File: src/rtl/int_ctrl.sv
// Prioritised, nesting interrupt controller: latches irq_in rising edges, masks them,
// and runs a request/acknowledge handshake with the sequencer while tracking in-service nesting.
module int_ctrl #(
  parameter int          NUM_IRQ    = 4,
  parameter int          VEC_WIDTH  = 16,
  parameter int unsigned VEC_BASE   = 32'h0008,
  parameter int unsigned VEC_STRIDE = 4
) (
  input  logic                 clk,
  input  logic                 reset,
  input  logic [NUM_IRQ-1:0]   irq_in,
  input  logic                 imask_wr,
  input  logic [NUM_IRQ-1:0]   imask_wdata,
  input  logic                 gie,
  input  logic                 ps_idle,
  input  logic                 stallb,
  input  logic                 int_ack,
  input  logic                 rti,
  output logic                 int_req,
  output logic [VEC_WIDTH-1:0] int_vec,
  output logic [NUM_IRQ-1:0]   ilat,
  output logic [NUM_IRQ-1:0]   imask,
  output logic [NUM_IRQ-1:0]   insvc,
  output logic                 wake
);
  localparam int IDX_W = (NUM_IRQ > 1) ? $clog2(NUM_IRQ) : 1;

  typedef enum logic {S_IDLE, S_REQ} state_t;

  state_t               state_q, state_d;
  logic [NUM_IRQ-1:0]   irq_d_q;
  logic [NUM_IRQ-1:0]   ilat_q, ilat_d;
  logic [NUM_IRQ-1:0]   imask_q, imask_d;
  logic [NUM_IRQ-1:0]   insvc_q, insvc_d;
  logic [IDX_W-1:0]     idx_q, idx_d, sel_idx;
  logic [VEC_WIDTH-1:0] int_vec_q, int_vec_d;
  logic                 int_req_q, int_req_d;
  logic                 wake_q, wake_d;
  logic                 cond_q;
  logic                 arm_q;
  logic [NUM_IRQ-1:0]   irq_edge, prio_block, eligible;
  logic                 accept, cond;

  // arm_q masks the first sample after reset, so a line held high across release is not an edge.
  assign irq_edge = irq_in & ~irq_d_q & {NUM_IRQ{arm_q}};

  genvar gi;
  generate
    for (gi = 0; gi < NUM_IRQ; gi++) begin : g_block
      assign prio_block[gi] = |insvc_q[gi:0];
    end
  endgenerate

  assign eligible = ilat_q & imask_q & ~prio_block & {NUM_IRQ{gie}};
  assign accept   = (state_q == S_REQ) & int_ack & stallb;
  assign cond     = |(ilat_q & imask_q);
  assign wake_d   = ps_idle & cond & ~cond_q;

  always_comb begin
    sel_idx = '0;
    for (int i = NUM_IRQ - 1; i >= 0; i--) begin
      if (eligible[i]) sel_idx = IDX_W'(i);
    end
  end

  always_comb begin
    state_d   = state_q;
    int_req_d = int_req_q;
    int_vec_d = int_vec_q;
    idx_d     = idx_q;
    unique case (state_q)
      S_IDLE: begin
        int_req_d = 1'b0;
        if (|eligible) begin
          state_d   = S_REQ;
          int_req_d = 1'b1;
          idx_d     = sel_idx;
          int_vec_d = VEC_WIDTH'(VEC_BASE) + VEC_WIDTH'(sel_idx) * VEC_WIDTH'(VEC_STRIDE);
        end
      end
      S_REQ: begin
        // Vector stays frozen until accepted or withdrawn; no mid-handshake swap.
        if (accept || !gie || !imask_q[idx_q]) begin
          state_d   = S_IDLE;
          int_req_d = 1'b0;
        end
      end
      default: state_d = S_IDLE;
    endcase
  end

  always_comb begin
    ilat_d  = ilat_q;
    insvc_d = insvc_q;
    imask_d = imask_wr ? imask_wdata : imask_q;
    if (rti && stallb) insvc_d = insvc_q & (insvc_q - NUM_IRQ'(1));
    if (accept) begin
      ilat_d[idx_q]  = 1'b0;
      insvc_d[idx_q] = 1'b1;
    end
    ilat_d = ilat_d | irq_edge;
  end

  always_ff @(posedge clk or negedge reset) begin
    if (!reset) begin
      state_q   <= S_IDLE;
      irq_d_q   <= '0;
      ilat_q    <= '0;
      imask_q   <= '0;
      insvc_q   <= '0;
      idx_q     <= '0;
      int_vec_q <= '0;
      int_req_q <= 1'b0;
      wake_q    <= 1'b0;
      cond_q    <= 1'b0;
      arm_q     <= 1'b0;
    end else begin
      state_q   <= state_d;
      irq_d_q   <= irq_in;
      ilat_q    <= ilat_d;
      imask_q   <= imask_d;
      insvc_q   <= insvc_d;
      idx_q     <= idx_d;
      int_vec_q <= int_vec_d;
      int_req_q <= int_req_d;
      wake_q    <= wake_d;
      cond_q    <= cond;
      arm_q     <= 1'b1;
    end
  end

  assign int_req = int_req_q;
  assign int_vec = int_vec_q;
  assign ilat    = ilat_q;
  assign imask   = imask_q;
  assign insvc   = insvc_q;
  assign wake    = wake_q;
endmodule

File: config.mk
export PLATFORM = sky130hd
export DESIGN_NAME = int_ctrl
export DESIGN_NICKNAME = d
export VERILOG_FILES = /design/src/rtl/int_ctrl.sv
export SDC_FILE = /design/constraint.sdc
export NUM_CORES = 1
export LEC_CHECK = 0
export BUFFER_PORTS_ARGS = -buffer_cell sky130_fd_sc_hd__buf_2
export CORE_UTILIZATION = 46
export CTS_CLUSTER_DIAMETER = 200
export DETAILED_ROUTE_END_ITERATION = 7
export PLACE_DENSITY = 0.77
export SYNTH_ARGS = -nofsm -noshare
export SYNTH_HDL_FRONTEND = slang
export SYNTH_SLANG_ARGS = --single-unit
export TNS_END_PERCENT = 30
File: constraint.sdc
create_clock -name clk -period 1.65 [get_ports clk]
set_input_delay 0.165 -clock clk [delete_from_list [all_inputs] [get_ports clk]]
set_output_delay 0.165 -clock clk [all_outputs]
set_load 0.05 [all_outputs]
==> results of run 1 <==
stage by stage:
| stage | utilization [%] | setup WS [ns] | hold slack [ns] | power [mW] | area [um^2] |
|---|---|---|---|---|---|
| floorplan | - | 0.0489 | -0.131 | 1.78 | 1140 |
| global placement | 55.7 | 0.149 | 0.161 | 1.99 | 1230 |
| detailed placement | 55.7 | 0.0932 | 0.165 | 2.01 | 1230 |
| CTS | 60.3 | 0.0655 | 0.0692 | 2.43 | 1330 |
| global route | 60.5 | 0.0452 | 0.0638 | 2.56 | 1340 |
| finish | 60.5 | 0.101 | 0.0740 | 2.44 | 1340 |
where the power goes:
group          switching, mW  internal [mW]
sequential             0.186          0.747
clock                  0.167          0.246
combinational          0.793          0.302
state kept, by name, summed over array words and instances (netlist names):
register  count
insvc         4
irq_d_q       4
int_req       1
state_q       1
cond_q        1
ilat          4
int_vec       1
wake          1
idx_q         2
imask         4
arm_q         1
cells in the mapped netlist (all sizes together), types with 2 or more instances:
master | count | area share (%)
nand3b | 2 | 1.4
o31ai | 2 | 1.4
nor2 | 2 | 0.69
a32o | 2 | 1.8
o21ai | 4 | 1.8
nand4 | 3 | 1.7
inv | 7 | 2.4
nor3 | 4 | 2.3
conb | 2 | 0.69
mux2 | 4 | 4.1
dfrtp | 24 | 55
buf | 14 | 9.4
o22ai | 2 | 1.1
nand2 | 11 | 3.8
path summary, 6_finish.rpt:
kind | cells past startpoint | slack, ns | to
max | 3 | 0.10 | idx_q[0]
max reg2reg | 3 | 0.10 | idx_q[0]
min reg2reg | 1 | 0.42 | ilat[0]
max in group asynchronous | 2 | 0.95 | insvc[2]
min | 2 | 0.07 | imask[3]
min in group asynchronous | 2 | 0.33 | imask[1]
cells in the final DEF (no fill, tap or decap), types with 2 or more instances in the layout:
master         netlist  layout
buf_2                1      32
dfrtp_1             24      21
conb_1               2      14
nand2_1             11      11
inv_1                7       7
dlygate4sd3_1        0       5
o21ai_0              4       4
mux2_2               4       4
nor3_1               3       3
nand4_1              3       3
clkbuf_4             0       3
dfrtp_2              0       3
o22ai_1              2       2
o31ai_1              2       2
nand3b_1             2       2
a32o_1               2       2
nor2_1               2       2
layer usage:
layer	up-vias	GRT usage (%)	share of wire [%]
met2	34	30.9	52
met4	0	6.48	1.7
met3	4	4.85	5.5
li1	390	-	-
met5	-	0	0
met1	407	20.4	41
logic make-up (layout without fill, tap and decap cells):
kind of cell | after synthesis | after routing | share of synthesized area (%)
buf+inv | 21 | 48 | 11.8
other cells | 2 | 14 | 0.689
mux | 5 | 5 | 6.20
flops | 24 | 24 | 55.1
simple gates | 29 | 29 | 14.7
compound gates | 16 | 16 | 11.5
repair_timing:
item	in CTS	in global routing
gates resized for setup	0	1
endpoints found under the setup margin	0	2
hold buffers	5	0
buffers inserted	0	0
endpoints found under the hold margin	28	0
final cells by class:
cell class / count / area share, %
sequential: 24 / 45.1
clock inverter: 1 / 2.24
clock buffer: 3 / 1.68
tap: 28 / 2.62
inverter: 7 / 1.96
multi-input combinational: 64 / 30.7
timing repair buffer: 37 / 15.7
worst max-delay path, stage by stage (launching register included):
cell	delay, ns
dfrtp_2	0.45
or4b_4	0.57
nor4_1	0.32
a2111oi_2	0.08
==> results.cfg, run 1 <==
[status]
status = finished, final reports clean

[synth]
syn_area_mm2 = 0.00109
yosysSeqAreaShare_pct = 55.1
ys_ff_latch = 24
syn_avg_cell_area_um2 = 11.2
ys_async_sr_fraction_pct = 100
ys_warn_count = 0
synth_cell_types = 30
yosys_most_used_dff = dfrtp_1
netlist_instances = 97
synth_edf_count = 0

[final_layout]
final_nets = 153
fin_cells = 164
multi_input_area_um2 = 410
antenna_cells = 0
drive_above_1_share_pct = 37.5
syn_to_final_growth_pct = 22.8
seq_area_um2 = 604
nFillCells = 191

[timing]
slew_violations = 0
hold_viol = 0
tightest_slew_ns = 0.506
slew_headroom_pct = 66.3
grt_setup_unrepaired = false
fin_tns_setup_ns = 0
setup_violations = 0
finClkSkew_ns = 0.00703
max_freq_mhz = 645
min_period_over_period_pct = 93.9
finalCriticalPeriod_ns = 1.55

[worst_hold_path]
hp-start = imask_wdata[3]
worstHoldPathType = in2reg

[routing]
vias = 835
drc = 0
wl_per_cell_um = 12.6
drt_wl_total_mm = 2.07
dr.first_iter.drc_count = 29
antenna_left = 0
viasPerCell = 5.09
drtPass1Iterations = 4

[clock_network]
clock_sinks = 24
cts_buffers = 3
clockRootBuffer = clkbuf_4
clk_latency_ns = 0.31
cts_tree = built
cts.htree.levels = 1
clk_pin_slew_ns = 0.13
cts_max_path_buffers = 2

[placement]
port_buffers = 32
dp_hpwl_mm = 1.57
gp_congestion = 0.900
dpl.cell_count = 155

[grt]
grt_max_degree = 25
grt_antenna_before_repair = 0
grt_pass1_wl_mm = 3.31
grt_usage_pct = 17.6
grt.overflow.total = 0
grt_pass1_vias = 768

[floorplan]
initial_core_util_pct = 49.3
core_mm2 = 0.00221
die_y_um = 50.7
die_w_um = 50.7
io_pins = 46
die-area_mm2 = 0.00257
fp-row-count = 17

[critical_path]
path_max_fanout = 4
crit_start = insvc[2]
cp-end-kind = flip-flop
start_kind = flip-flop
reg2reg_from = insvc[2]
required_ns = 1.84
crit_arrival_ns = 1.74
critical_path_class = reg2reg

[power]
p_leak_nw = 0.672
p_per_area_mw_per_mm2 = 1820
irDropWorstVdd_v = 0.00145

[run]
maxCapViolations = 0
Note: power is estimated with default switching activity, not from simulation.
==> run 2: changes to the inputs <==
==> constraint.sdc (replaced) <==
create_clock -name clk -period 1.65 [get_ports clk]
set_input_delay 0.0825 -clock clk [delete_from_list [all_inputs] [get_ports clk]]
set_output_delay 0.0825 -clock clk [all_outputs]
set_load 0.05 [all_outputs]
==> run 2 against run 1 <==
Worst hold slack got worse by 0.049 ns. Critical path type unchanged. Register-to-register slack barely moved. Wire length is 2.4% higher. Largest cell class unchanged.
==> results.cfg, run 2 (synthesis gave the netlist of run 1 again) <==
[status]
status = finished, final reports clean

[clock_network]
cts_max_path_buffers = 2
cts_tree = built
clock_sinks = 24
cts_buffers = 3
clk_latency_ns = 0.31
clk_pin_slew_ns = 0.13
cts.htree.levels = 1
cts_setup_buffers = 0
clockRootBuffer = clkbuf_4

[timing]
finalCriticalPeriod_ns = 1.55
hold_viol = 0
setup_violations = 0
tightest_slew_ns = 0.505
slew_violations = 0
fin_tns_setup_ns = 0
whs_ns = 0.0255
worst_slack_ns = 0.102
min_period_over_period_pct = 93.8
max_freq_mhz = 646
finClkSkew_ns = 0.00769
grt_setup_unrepaired = false
slew_headroom_pct = 66.3

[critical_path]
cp-end-kind = flip-flop
crit_arrival_ns = 1.73
critPathTopFamily = simple AND/OR/NAND/NOR gates
r2r_slack_ns = 0.10
start_kind = flip-flop
crit_buf_inv = 0
path_max_fanout = 4
critical_path_class = reg2reg
cp_slowest_cell = or4b_4
required_ns = 1.84
max_stage_delay_ns = 0.57
cp_cell_sequence = or4b_4 -> nor4_1 -> a2111oi_2

[power]
p_leak_nw = 0.688
irDropWorstVdd_v = 0.00145
p_per_area_mw_per_mm2 = 1780
total_power_mw = 2.45

[routing]
wl_per_cell_um = 12.6
drtPass1Iterations = 4
viasPerCell = 5.06
drt_wl_total_mm = 2.12
dr.first_iter.drc_count = 29
drc = 0
vias = 850
antenna_left = 0

[floorplan]
die_y_um = 50.7
fp-row-count = 17
io_pins = 46
die_w_um = 50.7
initial_core_util_pct = 49.3
core_mm2 = 0.00221
die-area_mm2 = 0.00257

[final_layout]
syn_to_final_growth_pct = 26.5
stdcell_area_mm2 = 0.00138
antenna_cells = 0
mostFrequentLayoutCell = buf_2
drive_above_1_share_pct = 36.4
mostFrequentLayoutCells = buf_2 (32), dfrtp_1 (21), conb_1 (14)
fin_util_pct = 62.3
fin_cells = 168
final_nets = 157
nFillCells = 186

[run]
maxCapViolations = 0

[grt]
grt.overflow.total = 0
grt_max_degree = 25
grt_usage_pct = 17.9
grt_antenna_before_repair = 0
grt_pass1_vias = 784
grt_pass1_wl_mm = 3.35

[placement]
gp_congestion = 0.900
place_ws_ns = 0.0932
port_buffers = 32
placed_area_mm2 = 0.00123
dp_hpwl_mm = 1.57
dpl.cell_count = 155

[worst_hold_path]
worstHoldPathType = in2reg
-- run 2: cell types whose count changed in the layout (fill, tap and decap cells not counted), sizes merged --
cell         change
dlygate4sd3      +4
-- run 2: where the power goes --
part           leakage (nW)  total, mW  internal (mW)  switching, mW
Combinational         0.383       1.10          0.308          0.794
Sequential            0.277      0.934          0.747          0.187
Clock                0.0279      0.412          0.246          0.167
Total                 0.688       2.45           1.30           1.15
-- run 2: area by class of cell --
type | instances | area [um^2] | share of cell area, %
sequential | 24 | 604 | 43.8
multi-input combinational | 64 | 410 | 29.8
timing repair buffer | 41 | 250 | 18.1
tap | 28 | 35.0 | 2.54
clock inverter | 1 | 30.0 | 2.18
inverter | 7 | 26.3 | 1.91
clock buffer | 3 | 22.5 | 1.63
-- run 2: layer usage --
layer / up-vias / part of all wire [%] / wire length [um] / global-route usage, %
met5: - / 0 / 0 / 0
met4: 0 / 1.7 / 35 / 6.48
met3: 4 / 5.1 / 108 / 4.85
met2: 29 / 52 / 1100 / 31.6
met1: 417 / 41 / 873 / 20.6
li1: 400 / - / - / -
-- run 2: repair_timing --
action,in CTS,in global routing
gates resized for setup,0,1
hold buffers,8,1
endpoints found under the hold margin,31,1
endpoints found under the setup margin,0,2
-- run 2: final timing paths --
check,end,cells past startpoint,startpoint
min in group asynchronous,imask[1],2,reset
worst max-delay path,idx_q[0],3,insvc[2]
worst min-delay path,wake,2,ps_idle
max in group asynchronous,insvc[2],2,reset
worst max register to register,idx_q[0],3,insvc[2]
worst min register to register,ilat[0],1,irq_d_q[0]
==> run 3: changes to the inputs <==
--- a/config.mk
+++ b/config.mk
@@ -6,10 +6,12 @@
 export NUM_CORES = 1
 export LEC_CHECK = 0
 export BUFFER_PORTS_ARGS = -buffer_cell sky130_fd_sc_hd__buf_2
+export CORE_ASPECT_RATIO = 1.5
 export CORE_UTILIZATION = 46
 export CTS_CLUSTER_DIAMETER = 200
 export DETAILED_ROUTE_END_ITERATION = 7
 export PLACE_DENSITY = 0.77
+export SLEW_MARGIN = 10
 export SYNTH_ARGS = -nofsm -noshare
 export SYNTH_HDL_FRONTEND = slang
 export SYNTH_SLANG_ARGS = --single-unit
==> run 3 against run 2 <==
Clock skew fell by 0.0015 ns. Worst setup slack got worse by 0.0077 ns. Combinational power is essentially flat. Final area is 2.2% lower. Critical endpoint is now int_vec[3]. Largest power group unchanged. Highest routed layer unchanged.
==> results.cfg, run 3 (synthesis gave the netlist of run 1 again) <==
[status]
status = finished, final reports clean

[worst_hold_path]
worstHoldEndpoint = wake
hold_depth = 2
hp-start = ps_idle
worstHoldPathType = in2reg

[clock_network]
cts_buffers = 3
clockRootBuffer = clkbuf_4
cts_max_path_buffers = 2
cts_hold_buffers = 7
cts_resized = 0
clock_sinks = 24
clk_pin_slew_ns = 0.12
cts.htree.levels = 1
cts_tree = built
clk_latency_ns = 0.30
cts_setup_buffers = 0

[floorplan]
core_mm2 = 0.00223
io_pins = 46
die_w_um = 41.7
initial_core_util_pct = 48.8
die_y_um = 61.6
fp-row-count = 21
die-area_mm2 = 0.00257

[timing]
hold_viol = 0
finalCriticalPeriod_ns = 1.56
tightest_slew_ns = 0.506
slew_headroom_pct = 66.3
grt_setup_unrepaired = false
setup_violations = 0
whs_ns = 0.0304
worst_slack_ns = 0.0940
max_freq_mhz = 643
finClkSkew_ns = 0.00623
slew_violations = 0
fin_tns_setup_ns = 0
min_period_over_period_pct = 94.3

[grt]
grt_pass1_wl_mm = 3.28
grt_max_degree = 25
grt_usage_pct = 17.1
grt.overflow.total = 0
grt_pass1_vias = 788
grt_antenna_before_repair = 0

[critical_path]
path_max_fanout = 6
cp-end-kind = flip-flop
start_kind = flip-flop
critical_path_class = reg2reg
required_ns = 1.83
reg2reg_from = insvc[1]
cp_slowest_cell = or4b_4
r2r_slack_ns = 0.09
max_stage_delay_ns = 0.54
critPathTopFamily = simple AND/OR/NAND/NOR gates
crit_arrival_ns = 1.74
crit_buf_inv = 0
regToRegEndpoint = int_vec[3]
cp_cell_sequence = or4b_4 -> a211oi_1 -> o22ai_1
ff2ff_path_depth = 3

[final_layout]
final_nets = 158
mostFrequentLayoutCell = buf_2
syn_to_final_growth_pct = 23.8
mostFrequentLayoutCells = buf_2 (32), dfrtp_1 (21), conb_1 (14)
antenna_cells = 0
drive_above_1_share_pct = 35.5

[routing]
dr.first_iter.drc_count = 17
viasPerCell = 5.23
drtPass1Iterations = 4
drt_wl_total_mm = 2.10
antenna_left = 0
drc = 0
wl_per_cell_um = 12.8
vias = 858

[placement]
dp_hpwl_mm = 1.63
gp_congestion = 0.794
port_buffers = 32
place_ws_ns = 0.120

[power]
p_per_area_mw_per_mm2 = 1700
irDropWorstVdd_v = 0.00108
p_leak_nw = 0.679

[run]
maxCapViolations = 0
==> run 3: cell types whose count changed in the layout (fill, tap and decap cells not counted), sizes merged <==
| cell | delta |
|---|---|
| buf | +1 |
| bufinv | -1 |
| clkbuf | +1 |
==> run 3: power by group <==
part,internal [mW],switching (mW)
clock,0.0942,0.159
sequential,0.747,0.163
combinational,0.320,0.806
total,1.16,1.13
==> run 3: how the worst max path moves through the flow <==
stage,endpoint,slack (ns),cells after the start,start
floorplan,int_vec[3],0.05,3,insvc[2]
global placement,int_vec[3],0.15,3,insvc[1]
detailed placement,int_vec[3],0.12,3,insvc[2]
CTS,int_vec[3],0.09,3,insvc[2]
global route,int_vec[3],0.04,3,insvc[1]
finish,int_vec[3],0.09,3,insvc[1]
==> run 3: final cells by class <==
cell class | instances | area (um^2)
tap | 23 | 28.8
fill | 188 | 885
multi-input combinational | 64 | 405
inverter | 7 | 26.3
sequential | 24 | 604
timing repair buffer | 42 | 258
clock buffer | 4 | 26.3
==> run 3: through the flow <==
step	total power, mW	utilization [%]	instances	cell area (um^2)
after floorplan	1.78	-	109	1140
after global placement	2.01	55.2	151	1230
after detailed placement	2.03	55.2	151	1230
after CTS	2.29	59.5	162	1330
after global routing	2.41	60.4	164	1350
final	2.29	60.4	164	1350
==> run 3: worst reg2reg max path: stages, from the launching register on <==
cell and delay (ns):
dfrtp_2 0.46, or4b_4 0.54, a211oi_1 0.30, o22ai_1 0.13
==> run 3: metal layers <==
metal	GRT usage, %	up-vias	part of all wire (%)
li1	-	407	-
met1	18.5	422	40
met2	32.8	27	56
met3	2.93	2	3.8
met4	7.83	0	0.57
met5	0	-	0
